==> config.mk <==
export PLATFORM = sky130hd
export DESIGN_NAME = cpa_acc_sched_flat
export DESIGN_NICKNAME = d
export VERILOG_FILES = /design/src/rtl/cpa_acc_sched_if.sv /design/src/rtl/cpa_acc_sched.sv /design/src/flat_wrapper.sv
export SDC_FILE = /design/constraint.sdc
export NUM_CORES = 1
export LEC_CHECK = 0
export ABC_AREA = 1
export CAP_MARGIN = 30
export CORE_MARGIN = 4
export CORE_UTILIZATION = 27
export DETAILED_ROUTE_END_ITERATION = 16
export PLACE_DENSITY = 0.58
export SLEW_MARGIN = 20
export SYNTH_ARGS = -nofsm -noshare
export SYNTH_HDL_FRONTEND = slang
export SYNTH_SLANG_ARGS = --single-unit
==> constraint.sdc <==
create_clock -name clk -period 4.55 [get_ports clk]
set_input_delay 1.365 -clock clk [delete_from_list [all_inputs] [get_ports clk]]
set_output_delay 1.365 -clock clk [all_outputs]
set_load 0.02 [all_outputs]
==> src/rtl/cpa_acc_sched_if.sv <==
// +--------------------------------------------------------------------------+
// | cpa_acc_sched_if : control, stream-in and result channels of the CPA     |
// | accumulate scheduler.                                     rev 1.0        |
// +--------------------------------------------------------------------------+
`default_nettype none

interface cpa_acc_sched_if #(
  parameter int LEN_W = 8
);
  logic             start;
  logic             width;
  logic [LEN_W-1:0] len;
  logic             in_valid;
  logic             in_ready;
  logic [31:0]      in_data;
  logic             out_valid;
  logic             out_ready;
  logic [31:0]      out_data;
  logic             busy;

  modport master (
    output start, width, len, in_valid, in_data, out_ready,
    input  in_ready, out_valid, out_data, busy
  );

  modport slave (
    input  start, width, len, in_valid, in_data, out_ready,
    output in_ready, out_valid, out_data, busy
  );
endinterface

`default_nettype wire

==> src/rtl/cpa_acc_sched.sv <==
// +--------------------------------------------------------------------------+
// | cpa_acc_sched : streams words through one CPA32 into a 32-bit or dual    |
// | 16-bit accumulator and hands the sum downstream.          rev 1.0        |
// +--------------------------------------------------------------------------+
`default_nettype none

module cpa32 (
  input  wire logic [31:0] in_a,
  input  wire logic [31:0] in_b,
  input  wire logic        width,
  output logic      [31:0] sum
);
  logic [16:0] sum_lo;
  logic        carry_mid;
  logic [15:0] sum_hi;

  // Lane mode kills the carry out of bit 15 so each half wraps on its own.
  always_comb begin
    sum_lo    = {1'b0, in_a[15:0]} + {1'b0, in_b[15:0]};
    carry_mid = sum_lo[16] & ~width;
    sum_hi    = in_a[31:16] + in_b[31:16] + {15'd0, carry_mid};
    sum       = {sum_hi, sum_lo[15:0]};
  end
endmodule

module cpa_acc_sched #(
  parameter int LEN_W = 8
) (
  input wire logic          clk,
  input wire logic          rst_n,
  cpa_acc_sched_if.slave    bus
);
  typedef enum logic [1:0] {
    IDLE = 2'd0,
    ACC  = 2'd1,
    HOLD = 2'd2
  } state_t;

  state_t           state, state_nxt;
  logic [31:0]      acc, acc_nxt;
  logic [LEN_W-1:0] cnt, cnt_nxt;
  logic             w_lat, w_nxt;
  logic [31:0]      cpa_sum;
  logic             in_ready_c;
  logic             out_valid_c;

  cpa32 u_cpa32 (
    .in_a  (acc),
    .in_b  (bus.in_data),
    .width (w_lat),
    .sum   (cpa_sum)
  );

  always_ff @(posedge clk or negedge rst_n) begin
    if (!rst_n) begin
      state <= IDLE;
      acc   <= '0;
      cnt   <= '0;
      w_lat <= 1'b0;
    end else begin
      state <= state_nxt;
      acc   <= acc_nxt;
      cnt   <= cnt_nxt;
      w_lat <= w_nxt;
    end
  end

  always_comb begin
    state_nxt   = state;
    acc_nxt     = acc;
    cnt_nxt     = cnt;
    w_nxt       = w_lat;
    in_ready_c  = 1'b0;
    out_valid_c = 1'b0;
    unique case (state)
      IDLE: begin
        if (bus.start) begin
          acc_nxt = '0;
          // A zero-length job skips accumulation and presents zero at once.
          if (bus.len == '0) begin
            state_nxt = HOLD;
          end else begin
            state_nxt = ACC;
            cnt_nxt   = bus.len;
            w_nxt     = bus.width;
          end
        end
      end
      ACC: begin
        in_ready_c = 1'b1;
        if (bus.in_valid) begin
          acc_nxt = cpa_sum;
          cnt_nxt = cnt - 1'b1;
          if (cnt == LEN_W'(1)) begin
            state_nxt = HOLD;
          end
        end
      end
      HOLD: begin
        out_valid_c = 1'b1;
        if (bus.out_ready) begin
          state_nxt = IDLE;
        end
      end
      default: state_nxt = IDLE;
    endcase
  end

  assign bus.in_ready  = in_ready_c;
  assign bus.out_valid = out_valid_c;
  assign bus.out_data  = acc;
  assign bus.busy      = (state != IDLE);
endmodule

`default_nettype wire

==> src/flat_wrapper.sv <==
// flat-port wrapper written by rule: the top's interface ports become plain ports
module cpa_acc_sched_flat 
#(
  parameter int LEN_W = 8
)
  (clk, rst_n, bus_start, bus_width, bus_len, bus_in_valid, bus_in_data, bus_out_ready, bus_in_ready, bus_out_valid, bus_out_data, bus_busy);
  cpa_acc_sched_if #(.LEN_W(LEN_W)) bus_i ();
  input wire logic clk;
  input wire logic rst_n;
  input wire logic [$bits(bus_i.start)-1:0] bus_start;
  input wire logic [$bits(bus_i.width)-1:0] bus_width;
  input wire logic [$bits(bus_i.len)-1:0] bus_len;
  input wire logic [$bits(bus_i.in_valid)-1:0] bus_in_valid;
  input wire logic [$bits(bus_i.in_data)-1:0] bus_in_data;
  input wire logic [$bits(bus_i.out_ready)-1:0] bus_out_ready;
  output wire logic [$bits(bus_i.in_ready)-1:0] bus_in_ready;
  output wire logic [$bits(bus_i.out_valid)-1:0] bus_out_valid;
  output wire logic [$bits(bus_i.out_data)-1:0] bus_out_data;
  output wire logic [$bits(bus_i.busy)-1:0] bus_busy;
  assign bus_i.start = bus_start;
  assign bus_i.width = bus_width;
  assign bus_i.len = bus_len;
  assign bus_i.in_valid = bus_in_valid;
  assign bus_i.in_data = bus_in_data;
  assign bus_i.out_ready = bus_out_ready;
  assign bus_in_ready = bus_i.in_ready;
  assign bus_out_valid = bus_i.out_valid;
  assign bus_out_data = bus_i.out_data;
  assign bus_busy = bus_i.busy;
  cpa_acc_sched #(.LEN_W(LEN_W)) u_core (.clk(clk), .rst_n(rst_n), .bus(bus_i));
endmodule
==> summary.md <==
| Metric | Value |
|---|---|
| Final setup fails | `0` |
| Sequential power share | `0.242` |
| Critical path, cell by cell | `clkdlybuf4s50_1 > ha_1 > inv_1 > fa_1 > inv_1 > nand3_1 > nand3_1 > nand3_1 > nand3_1 > a21oi_1 > nor2_1 > fa_1 > fa_1 > nand2_1 > nand2_1 > nand2_1 > inv_1 > nand2_1 > nand3_1 > nand2_1 > nand2_1 > o21ai_1` |
| Period utilisation layout | `0.9099` |
| Most common cell in the netlist | `nand2_1` |
| WL met3 | `between 400 and 500 um` |
| Setup TNS | `0 ns` |
| RSZ-0062 raised after global routing | `no` |
| Area grow syn2layout | `30.49%` |
| Status | `finished clean` |
| Post-synth top area share | `0.2835` |
| Routed wl met2 | `4.950 mm` |
| Cell row count | `43` |
| Final WL | `roughly 10 mm` |
| Number of synthesized flops with an enable pin | `0` |
| Later-pin clock latency in the skew report | `approximately 0.30 ns` |
| Clk buf depth | `2` |
| FF+latch count, synth | `43` |
| ANT nets after route | `0` |
| Top_reg_cell synth | `dfrtp_1` |
| Cells resized by post-CTS repair | `0` |
| Sw Pwr | `1276 uW` |
| Die span in x | `around 130 um` |
| Count of input and output buffers | `80` |
| Cell depth of the worst setup path | `22` |
| Worst slew margin | `0.5023` |
| DR vias | `roughly 3800` |
| Power Density | `531.3 nW/um2` |
| CTS Buf Count | `5` |
| Commonest cells post-synth | `245 x nand2_1, 90 x inv_1, 43 x dfrtp_1, 43 x nand3_1, 39 x nor2_1` |
| Critical path peak fanout | `2` |
| Per-cell routed wire length | `around 12 um` |
| R2r startpoint | `u_core.bus.out_data[0]$_DFFE_PN0P_` |
| Max-Cap Viols | `0` |
| Proportion of layout cells with a drive suffix above 1 | `0.05839` |
| Place WS | `approximately 0.066 ns` |
| Crit-path max cell delay | `~0.4 ns` |
| Antenna diode count | `0` |
| CP arrival | `4.37 ns` |
| Die Y | `~130 um` |
| Vias in the first global route | `approximately 3700` |
| Number of library cell types mapped by synthesis | `29` |
| Top Layer Used | `met4` |
| Worst-Margin Slew | `~0.74 ns` |
| Power Internal | `between 1000 and 1500 uW` |
| Final min period | `4.140 ns` |
| Die area | `approximately 16000 um2` |
| Total gr overflow | `0` |
| Maximum VDD drop | `around 0.20 mV` |
| Critical Path Source Type | `input pin` |
| Seq/Total Area, Yosys | `0.2835` |
| I/O pin total | `between 80 and 90` |
| Critical path's slowest cell | `clkdlybuf4s50_1` |
| Cell taking the most area after synthesis | `dfrtp_1` |
| Crit path kind | `input pin to register` |
| Gr usage total | `0.1352` |
| Clk pwr share | `0.143` |
| GP Congestion | `0.8742` |
| Post-Syn Instances | `about 600` |
| Setup Skew | `approximately 0.0042 ns` |
| Worst R2R Setup Slack | `around 1.5 ns` |
| Fill count | `between 1500 and 2000` |
| CP startpoint | `bus_in_data[0]` |
| Crit path top cell by count | `nand2_1` |
| Reg-to-Reg End | `u_core.bus.out_data[24]$_DFFE_PN0P_` |
| F_max | `0.2415 GHz` |
| Metal1 wirelength | `between 4 and 5 mm` |
| Syn nets | `approximately 700` |
| CTS clk-pin slew, worst paths | `~0.07 ns` |
| Area contributors post-synth | `dfrtp_1 28%, nand2_1 24%, ha_1 11%, inv_1 8.9%, nand3_1 5.7%` |
| Worst Path Buf+Inv | `4` |
| Crit-path leading delay family | `adder cells` |
| CTS tree | `done` |
| Clk root buf | `clkbuf_16` |
| # DRC | `0` |
| Mapped Area | `3796 um2` |
| Core area | `~14000 um2` |
| DRT iter0 DRCs | `about 190` |
| Drt pass-1 iters | `4` |
| Detailed Place HPWL | `8.283 mm` |
| Worst hold path class | `register to register` |
| Starting Density | `0.2745` |
| Largest net degree at the start of global routing | `34` |
| Lkg Pwr | `0.002694 uW` |
| Comb pwr share | `0.616` |
| Syn Area/Cell | `about 6.3 um2` |
| First-pass GRT wire length | `between 15 and 20 mm` |
| Worst Path Required | `~4.8 ns` |
| CP Capture Point | `u_core.bus.out_data[24]$_DFFE_PN0P_` |
| Final Hold Fails | `0` |
| Hold buffer count at CTS | `0` |
| Setup repair bufs after CTS | `0` |
| H-tree Lvls | `2` |
| Via density | `between 4 and 5` |
| Path depth of the worst reg2reg path | `21` |
| Syn. warnings | `0` |
| Max Slew Vio Count | `0` |
| Final net count | `approximately 770` |
| Switching Share | `0.4849` |
| CTS sink cnt | `43` |
| Initial antenna violation count | `0` |
| Worst setup margin | `between 0.4 and 0.5 ns` |
| FFs w/ async S/R, synth | `1.000` |
| CP Capture Type | `register` |
-- per-layer routing --
metal	global-route usage	vias to the layer above
met5	0	-
met4	0.06814	0
met3	0.02358	20
met2	0.2245	71
met1	0.1685	1645
li1	-	2036
-- layout make-up --
cell class / count / area, um2 / area share
clock inverters: 3 / 20.02 / 0.004041
inverters: 96 / 360.3 / 0.07275
flip-flops and latches: 43 / 1076 / 0.2172
clock buffers: 5 / 125.1 / 0.02526
well taps: 180 / 225.2 / 0.04547
multi-input cells: 452 / 2306 / 0.4655
repair buffers: 86 / 840.8 / 0.1697
-- through the flow --
step / hold slack, ns / utilization / cells / instance area [um2] / power [uW]
floorplan: 0.4537 / - / 599 / 3796 / 1780
global placement: 0.4919 / 0.3478 / 857 / 4808 / 2280
detailed placement: 0.4848 / 0.3478 / 857 / 4808 / 2282
CTS: 0.5018 / 0.3582 / 865 / 4954 / 2677
global route: 0.5143 / 0.3582 / 865 / 4954 / 2908
finish: 0.4963 / 0.3582 / 865 / 4954 / 2632
-- how the worst min path moves through the flow --
stage                                    from                        end  slack, ns  cells past startpoint
CTS                 u_core.cnt[5]$_DFFE_PN0P_  u_core.cnt[5]$_DFFE_PN0P_       0.50                      2
global route        u_core.cnt[5]$_DFFE_PN0P_  u_core.cnt[5]$_DFFE_PN0P_       0.51                      2
global placement    u_core.cnt[5]$_DFFE_PN0P_  u_core.cnt[5]$_DFFE_PN0P_       0.49                      2
finish              u_core.cnt[5]$_DFFE_PN0P_  u_core.cnt[5]$_DFFE_PN0P_       0.50                      2
floorplan            u_core.w_lat$_DFFE_PN0P_   u_core.w_lat$_DFFE_PN0P_       0.45                      2
detailed placement  u_core.cnt[5]$_DFFE_PN0P_  u_core.cnt[5]$_DFFE_PN0P_       0.48                      2
-- flip-flops by register name, summed over array words and instances, names as in the netlist --
register	count
u_core.cnt	8
u_core.state	2
u_core.bus.out_data	32
u_core.w_lat	1
-- power groups by stage --
stage / Sequential, uW / Clock [uW] / Combinational [uW]
floorplan: 721 / 0 / 1060
global placement: 644 / 0 / 1640
detailed placement: 643 / 0 / 1640
CTS: 639 / 392 / 1650
global route: 657 / 404 / 1850
finish: 636 / 375 / 1620
-- cells by family (layout without fill, tap and decap cells) --
logic type	after synthesis	after routing	share of synthesized area
buffers and inverters	104	190	0.1091
AO/OA/AOI/OAI	54	54	0.08273
AND/OR/NAND/NOR	356	356	0.3873
adder cells (fa/ha/maj)	35	35	0.1213
flip-flops	43	43	0.2835
XOR/XNOR	7	7	0.01615
-- cells in the final DEF (no fill, tap or decap), types with 3 or more instances in the layout --
cell / count
o21ai_2: 7
nand4_1: 3
xor2_1: 5
inv_2: 6
fa_1: 3
nand2_2: 5
nand3b_1: 6
a21oi_1: 21
a22o_1: 3
nor3_1: 7
buf_4: 6
nor2_1: 39
clkbuf_16: 5
inv_1: 90
o21ai_0: 9
nand2_1: 245
dfrtp_1: 43
o21ai_1: 11
ha_1: 32
or2_2: 3
nand3_1: 43
clkdlybuf4s50_1: 79
-- worst reg2reg max path: stages (launching register included) --
cell and delay [ns]:
dfrtp_1 0.40, ha_1 0.21, inv_1 0.07, fa_1 0.20
inv_1 0.06, nand3_1 0.06, nand3_1 0.10, nand3_1 0.10
nand3_1 0.09, a21oi_1 0.16, nor2_1 0.07, fa_1 0.40
fa_1 0.39, nand2_1 0.09, nand2_1 0.07, nand2_1 0.09
inv_1 0.06, nand2_1 0.05, nand3_1 0.08, nand2_1 0.07
nand2_1 0.05, o21ai_1 0.15
No activity file was read; power rests on OpenSTA's default activity.
